===== config.mk =====
export PLATFORM = sky130hd
export DESIGN_NAME = vga_dither_out
export DESIGN_NICKNAME = d
export VERILOG_FILES = /design/src/rtl/vga_dither_pkg.sv /design/src/rtl/vga_dither_out_bayer4x4_lut.sv /design/src/rtl/vga_dither_out.sv
export SDC_FILE = /design/constraint.sdc
export NUM_CORES = 1
export LEC_CHECK = 0
export BUFFER_PORTS_ARGS = -buffer_cell sky130_fd_sc_hd__buf_2
export CORE_MARGIN = 2
export CORE_UTILIZATION = 30
export DETAILED_ROUTE_END_ITERATION = 10
export GPL_ROUTABILITY_DRIVEN = 0
export PLACE_DENSITY = 0.47
export SKIP_CTS_REPAIR_TIMING = 1
export SLEW_MARGIN = 20
export SYNTH_ARGS = -nofsm -noshare
export SYNTH_HDL_FRONTEND = slang
export SYNTH_SLANG_ARGS = --single-unit
export TNS_END_PERCENT = 50

===== constraint.sdc =====
create_clock -name clk_vga -period 4.4 [get_ports clk_vga]
set_input_delay 0.44 -clock clk_vga [delete_from_list [all_inputs] [get_ports clk_vga]]
set_output_delay 0.44 -clock clk_vga [all_outputs]
set_load 0.01 [all_outputs]

===== src/rtl/vga_dither_pkg.sv =====
// Shared constants and helpers for the VGA 4x4 ordered-dither output stage.
package vga_dither_pkg;

  localparam int DEF_IN_W  = 6;
  localparam int DEF_OUT_W = 3;
  localparam int N_CH      = 3;

  // Classic 4x4 Bayer matrix, indexed [row][column].
  localparam logic [3:0] BAYER [0:3][0:3] = '{
    '{4'd0,  4'd8,  4'd2,  4'd10},
    '{4'd12, 4'd4,  4'd14, 4'd6 },
    '{4'd3,  4'd11, 4'd1,  4'd9 },
    '{4'd15, 4'd7,  4'd13, 4'd5 }
  };

  function automatic logic [2:0] sat_add(input logic [2:0] hi, input logic inc);
    logic [3:0] sum;
    logic [2:0] res;
    sum = {1'b0, hi} + {3'b000, inc};
    if (sum[3]) begin
      res = 3'd7;
    end else begin
      res = sum[2:0];
    end
    return res;
  endfunction

endpackage


===== src/rtl/vga_dither_out_bayer4x4_lut.sv =====
// Bayer threshold lookup: pixel/line phase (optionally frame-perturbed) to a 0..7 threshold.
module bayer4x4_lut
  import vga_dither_pkg::*;
(
  input  logic [1:0] i_ix,
  input  logic [1:0] i_iy,
  input  logic       i_temporal,
  input  logic [1:0] i_frame,
  output logic [2:0] o_t
);

  logic [1:0] w_ix;
  logic [1:0] w_iy;
  logic [3:0] w_entry;

  // Index selection and matrix read; the matrix entry is halved to get 0..7.
  always_comb begin
    w_ix = i_ix;
    w_iy = i_iy;
    if (i_temporal) begin
      w_ix = i_ix ^ {2{i_frame[0]}};
      w_iy = i_iy ^ {2{i_frame[1]}};
    end else begin
      w_ix = i_ix;
      w_iy = i_iy;
    end
    w_entry = BAYER[w_iy][w_ix];
    o_t     = w_entry[3:1];
  end

endmodule


===== src/rtl/vga_dither_out.sv =====
// VGA output stage: 6-bit colour to 3-bit DAC pins with 4x4 ordered dithering,
// syncs delayed to match the two-stage colour pipeline.
module vga_dither_out
  import vga_dither_pkg::*;
#(
  parameter int   IN_W     = DEF_IN_W,
  parameter int   OUT_W    = DEF_OUT_W,
  parameter logic SYNC_ACT = 1'b0,
  parameter logic TEMPORAL = 1'b1
) (
  input  logic             clk_vga,
  input  logic             rst_n,
  input  logic             pix_ce,
  input  logic             dither_en,
  input  logic [IN_W-1:0]  r_in,
  input  logic [IN_W-1:0]  g_in,
  input  logic [IN_W-1:0]  b_in,
  input  logic             hsync_in,
  input  logic             vsync_in,
  output logic [OUT_W-1:0] r_out,
  output logic [OUT_W-1:0] g_out,
  output logic [OUT_W-1:0] b_out,
  output logic             hsync_out,
  output logic             vsync_out
);

  logic              r_hs1;
  logic              r_vs1;
  logic              r_hs_hist;
  logic              r_vs_hist;
  logic              r_den1;
  logic [2:0]        r_t;
  logic [IN_W-1:0]   r_pix1 [N_CH];
  logic [1:0]        r_x;
  logic [1:0]        r_y;
  logic [1:0]        r_frame;
  logic [OUT_W-1:0]  r_res  [N_CH];
  logic              r_hs2;
  logic              r_vs2;

  logic              w_hs_edge;
  logic              w_vs_edge;
  logic [1:0]        w_x_nxt;
  logic [1:0]        w_y_nxt;
  logic [1:0]        w_frame_nxt;
  logic [2:0]        w_t;
  logic [IN_W-1:0]   w_pix_in [N_CH];
  logic [OUT_W-1:0]  w_res    [N_CH];

  assign w_pix_in[0] = r_in;
  assign w_pix_in[1] = g_in;
  assign w_pix_in[2] = b_in;

  // Edges come from the registered sync against its own history, so a reset
  // history of "inactive" can never fake an edge.
  assign w_hs_edge = (r_hs1 == SYNC_ACT) && (r_hs_hist != SYNC_ACT);
  assign w_vs_edge = (r_vs1 == SYNC_ACT) && (r_vs_hist != SYNC_ACT);

  // Phase counter next-state; clears take priority over increments.
  always_comb begin
    w_x_nxt     = r_x;
    w_y_nxt     = r_y;
    w_frame_nxt = r_frame;
    if (w_hs_edge) begin
      w_x_nxt = 2'd0;
    end else if (pix_ce) begin
      w_x_nxt = r_x + 2'd1;
    end else begin
      w_x_nxt = r_x;
    end
    if (w_vs_edge) begin
      w_y_nxt     = 2'd0;
      w_frame_nxt = r_frame + 2'd1;
    end else if (w_hs_edge) begin
      w_y_nxt     = r_y + 2'd1;
      w_frame_nxt = r_frame;
    end else begin
      w_y_nxt     = r_y;
      w_frame_nxt = r_frame;
    end
  end

  bayer4x4_lut u_lut (
    .i_ix       (r_x),
    .i_iy       (r_y),
    .i_temporal (TEMPORAL),
    .i_frame    (r_frame),
    .o_t        (w_t)
  );

  // Stage 1: capture inputs, the threshold for the pre-update phase, and counters.
  always_ff @(posedge clk_vga) begin
    if (!rst_n) begin
      r_hs1     <= ~SYNC_ACT;
      r_vs1     <= ~SYNC_ACT;
      r_hs_hist <= ~SYNC_ACT;
      r_vs_hist <= ~SYNC_ACT;
      r_den1    <= 1'b0;
      r_t       <= 3'd0;
      r_x       <= 2'd0;
      r_y       <= 2'd0;
      r_frame   <= 2'd0;
      for (int c = 0; c < N_CH; c++) begin
        r_pix1[c] <= {IN_W{1'b0}};
      end
    end else begin
      r_hs1     <= hsync_in;
      r_vs1     <= vsync_in;
      r_hs_hist <= r_hs1;
      r_vs_hist <= r_vs1;
      r_den1    <= dither_en;
      r_t       <= w_t;
      r_x       <= w_x_nxt;
      r_y       <= w_y_nxt;
      r_frame   <= w_frame_nxt;
      for (int c = 0; c < N_CH; c++) begin
        r_pix1[c] <= w_pix_in[c];
      end
    end
  end

  // All channels share the same threshold; bypass keeps only the top bits.
  for (genvar g = 0; g < N_CH; g++) begin : g_ch
    logic [OUT_W-1:0]      w_hi;
    logic [IN_W-OUT_W-1:0] w_lo;
    assign w_hi     = r_pix1[g][IN_W-1 -: OUT_W];
    assign w_lo     = r_pix1[g][IN_W-OUT_W-1:0];
    assign w_res[g] = r_den1 ? sat_add(w_hi, (w_lo > r_t)) : w_hi;
  end

  // Stage 2: registered colour result and syncs delayed to match.
  always_ff @(posedge clk_vga) begin
    if (!rst_n) begin
      r_hs2 <= ~SYNC_ACT;
      r_vs2 <= ~SYNC_ACT;
      for (int c = 0; c < N_CH; c++) begin
        r_res[c] <= {OUT_W{1'b0}};
      end
    end else begin
      r_hs2 <= r_hs1;
      r_vs2 <= r_vs1;
      for (int c = 0; c < N_CH; c++) begin
        r_res[c] <= w_res[c];
      end
    end
  end

  assign r_out     = r_res[0];
  assign g_out     = r_res[1];
  assign b_out     = r_res[2];
  assign hsync_out = r_hs2;
  assign vsync_out = r_vs2;

endmodule


After elaboration in Yosys (flattened, before gate mapping)
Memory sizes are Yosys's and may differ from the RTL's.
Index checks and enable logic that the tools add are counted.
{"block": "word_totals", "ff_bits": 14, "ram_bits": 27, "inputBits": 24, "out_inout_bits": 11, "elab_cells": 59, "mem_count": 2}
{"block": "op_classes", "add_sub_neg": 6, "n_lt_le_gt_ge": 5, "muxes": 20, "n_bitwise": 13, "n_reduce_logical": 4}
{"memory": "r_pix1", "words": 3, "word_bits": 6, "read_ports": 3, "rd_clocked_by_memory_dff": 0, "wr": 3, "line_no": "vga_dither_out.sv:33", "source": "logic [IN_W-1:0] r_pix1 [N_CH];"}
{"memory": "r_res", "words": 3, "word_bits": 3, "read_ports": 3, "rd_clocked_by_memory_dff": 0, "wr": 3, "line_no": "vga_dither_out.sv:37", "source": "logic [OUT_W-1:0] r_res [N_CH];"}
{"cell": "$bmux W16 S2", "n": 1}
{"cell": "$mux W16", "n": 2}
{"cell": "$mux W3", "n": 9}
{"cell": "$mux W6", "n": 3}
{"cell": "$add A3 B1 Y4", "n": 3}
{"cell": "$gt A3 B3 Y1", "n": 3}
{"cell": "$bmux W4 S2", "n": 1}
{"cell": "$mux W4", "n": 2}
{"cell": "$add A2 B1 Y2 const B", "n": 3}
{"cell": "$ge A3 B3 Y1 const B", "n": 2}
{"cell": "$not A2 Y3", "n": 2}
{"cell": "$or A1 B1 Y1", "n": 6}
{"cell": "$reduce_or A2 Y1", "n": 2}
{"cell": "$xor A2 B2 Y2", "n": 2}
{"cell": "$not A1 Y1", "n": 3}
{"cell": "$logic_and A1 B1 Y1", "n": 2}
{"cell": "$mux W1", "n": 2}

Longest topological paths before layout
{"block": "depth", "word_depth": 8, "ltp_mapped": 10, "mapped_depth_nobuf": 10}

Modules after synthesis
Synthesis repeated with hierarchy kept, for this count alone.
{"block": "unflattened", "hier_cells": 159, "hier_area_um2": 1672.9}
{"module": "vga_dither_out", "instances": 1, "cells_each": 151, "area_each_um2": 1612.8, "seq_area_each_um2": 820.8}
{"module": "bayer4x4_lut", "instances": 1, "cells_each": 8, "area_each_um2": 60.1, "seq_area_each_um2": 0.0}

Least setup slack after synthesis
No wires, ideal clock.
{"block": "synth_timing", "path_kind": "flip-flop to flip-flop", "from": "register r_t[1]", "to": "memory r_res[0][2] (netlist name)", "setup_ns": 0.123, "t_arrival_ns": 1.648, "required_ns": 4.277, "slack_ns": 2.629, "path_stages_with_launch": 11, "path_buffers": 0, "period_less_slack_ns": 1.771, "cell_sequence": "dfxtp_1 > inv_1 > ha_1 > nor2b_1 > o21ai_0 > a32oi_1 > ha_1 > ha_1 > and2_1 > o21ai_0 > a31oi_1"}
{"item": "start: declaration", "line_no": "vga_dither_out.sv:32", "source": "logic [2:0] r_t;"}
{"item": "start signal: assignment", "line_no": "vga_dither_out.sv:112", "source": "r_t <= w_t;"}
{"item": "end: declaration", "line_no": "vga_dither_out.sv:37"}

==> flow_metrics.env <==
export IMPL_yosysWarnings=0
export IMPL_io_pins=35
export IMPL_htree_levels=2
export IMPL_drive_gt1_frac=0.216
export IMPL_synthTopCellsByArea="dfxtp_1 50%, ha_1 11%, and2_1 9.9%"
export IMPL_path_cells="inv_1 > ha_1 > nor2b_1 > o21ai_0 > a32oi_1 > ha_1 > ha_1 > and2_1 > o21ai_0 > a31oi_1"
export IMPL_crit_top_cell="ha_1"
export IMPL_vias=1122
export IMPL_netlist_area_mm2=0.00164
export IMPL_hold_class="in -> reg"
export IMPL_max_freq_mhz=529
export IMPL_maxSlewViolCount=0
export IMPL_grt_pass1_vias=1132
export IMPL_path_class="reg -> reg"
export IMPL_syn_area_per_cell_um2=10.4
export IMPL_max_cap_violations=0
export IMPL_worst_setup_path_start_kind="flop"
export IMPL_fin_crit_sh=0.430
export IMPL_synth_top_family_by_area="simple AND/OR/NAND/NOR gates"
export IMPL_clkTransAtPathRegs_ns=0.08
export IMPL_die_w_um=77.8
export IMPL_cp_slowest_cell="dfxtp_1"
export IMPL_root_buffer="clkbuf_8"
export IMPL_worst_ir_drop_vdd_mv=0.170
export IMPL_synthCells=157
export IMPL_grt_overflow_total=0
export IMPL_postRouteAntennaNets=0
export IMPL_synth_area_leader_cell="dfxtp_1"
export IMPL_cpPeakStageDelay_ns=0.32
export IMPL_status="finished clean"
export IMPL_finalSetupViolCount=0
export IMPL_area_growth_pct=21.2
export IMPL_synth_top_area_frac=0.502
export IMPL_p_leak_nw=0.881
export IMPL_drc=0
export IMPL_antenna_cells=0
export IMPL_cp_end_kind="flop"
export IMPL_power_density_mw_per_mm2=410
export IMPL_cts_sinks=41
export IMPL_synth_fa_ha_area_frac=0.115
export IMPL_fillers=524
export IMPL_tritoncts="yes"
export IMPL_grt_pass1_wl_mm=4.52
export IMPL_ys_types=21
export IMPL_hold_violations=0
export IMPL_cp_max_fo=3
export IMPL_antenna_found_initial=0
export IMPL_initial_utilization=0.316
export IMPL_cts_max_path_buffers=2
export IMPL_design_die_area_mm2=0.00606
export IMPL_skew_ns=0.00643
export IMPL_synth_mux_area_frac=0.0184
export IMPL_ys_seq_area_frac=0.502
export IMPL_first_pass_iters=4
export IMPL_regToRegSetupSlack_ns=2.51
export IMPL_grt_usage=0.0962
export IMPL_synth_xor_area_frac=0.0643
export IMPL_num_rows=26
export IMPL_synth_compound_area_frac=0.0803
export IMPL_clock_latency_ns=0.29
export IMPL_power_w=0.000813
export IMPL_cp_required_ns=4.58
export IMPL_place_hpwl_mm=2.07
export IMPL_grt_max_degree=40
export IMPL_die_height_um=77.8
export IMPL_fin_crit_ns=1.89
export IMPL_final_nets=232
export IMPL_viasPerCell=4.25
export IMPL_critical_path_arrival_ns=2.07
export IMPL_core_mm2=0.00517
export IMPL_worst_pin_slew_ns=0.523
export IMPL_ys_seq_elements=41
export IMPL_slew_headroom=0.651
export IMPL_cts_made_buffers=5
export IMPL_drt_iter0_drc=26
export IMPL_synth_nets=196
export IMPL_wl_per_cell_um=10.4
export IMPL_io_buffers=34
export IMPL_rsz0062_at_grt="false"
export IMPL_routed_wl_mm=2.74
export IMPL_synthSimpleGateAreaFrac=0.176
export IMPL_finalSetupTns_ns=0
final timing paths:
check            from     endpoint  depth (start not counted)
min reg2reg     r_vs1    vsync_out                          1
max            r_t[1]  r_res[0][2]                         10
max reg2reg    r_t[1]  r_res[0][2]                         10
min          hsync_in        r_hs1                          2
layout make-up:
class / count / area [um^2] / area share
clock buffers: 6 / 82.6 / 0.0417
multi-input cells: 100 / 742 / 0.374
repair buffers: 34 / 170 / 0.0859
well taps: 70 / 87.6 / 0.0442
clock inverters: 2 / 37.5 / 0.0189
flip-flops and latches: 41 / 821 / 0.414
inverters: 11 / 41.3 / 0.0208
worst max-delay path, delay by kind of cell, from the launching register on:
kind                       cells  cell delay [ns]
AOI/OAI and AO/OA              4             0.42
adders and majority gates      3             0.70
buffers and inverters          1             0.07
DFF                            1             0.32
and+or+nand+nor                2             0.29
cell families (layout without fill, tap and decap cells):
logic type	Yosys count	after routing
AND/OR/NAND/NOR	49	49
flip-flops	41	41
AO/OA/AOI/OAI	21	21
buffers and inverters	16	53
adder cells (fa/ha/maj)	15	15
XOR/XNOR	12	12
multiplexers	3	3
state kept, by name, indices dropped and copies added, names as in the netlist:
name       flops
r_y            2
r_t            3
r_vs1          1
r_pix1        18
vsync_out      1
r_den1         1
r_frame        2
r_hs1          1
r_x            2
hsync_out      1
r_res          9
metal layers:
layer / track usage / share of wire / vias to the layer above
met3: 0.0314 / 0.037 / 8
li1: - / - / 586
met1: 0.0983 / 0.41 / 508
met5: 0 / 0 / -
met2: 0.166 / 0.52 / 20
met4: 0.0643 / 0.027 / 0
cell usage in the layout, fill, tap and decap left out:
cell	n
a31oi_1	6
clkbuf_8	6
nor2_1	4
ha_1	15
nor2b_1	5
dfxtp_1	41
clkinvlp_4	1
a32oi_1	3
xor2_1	4
and2_1	26
mux2i_1	3
o21ai_0	9
xnor2_1	8
a21boi_0	3
inv_1	11
nand2b_1	6
nand3b_1	2
nand2_1	3
bufinv_16	1
nand3_1	3
buf_2	34
report_power, final:
part	internal, W	switching [W]
Combinational	0.0000503	0.0000438
Sequential	0.000393	0.0000140
Clock	0.000184	0.000128
Total	0.000628	0.000185
synth_stat cells (all sizes together):
cell / count
dfxtp: 41
and2: 26
xnor2: 8
o21ai: 9
mux2i: 3
xor2: 4
a21boi: 3
inv: 11
a32oi: 3
nor2: 4
ha: 15
nand2b: 6
nor2b: 5
clkbuf: 2
nand3b: 2
buf: 3
nand3: 3
a31oi: 6
nand2: 3
per-stage QoR:
stage          utilization  instances  hold WS (ns)  area [um^2]  setup WS, ns
6_report             0.383        264         0.321         1980          2.51
5_1_grt              0.383        264         0.326         1980          2.32
4_1_cts              0.383        264         0.314         1980          2.48
3_5_place_dp         0.360        256         0.442         1860          2.50
3_3_place_gp         0.360        256         0.436         1860          2.54
2_1_floorplan            -        157         0.416         1640          2.63
Power figures use the tool's default switching activity.
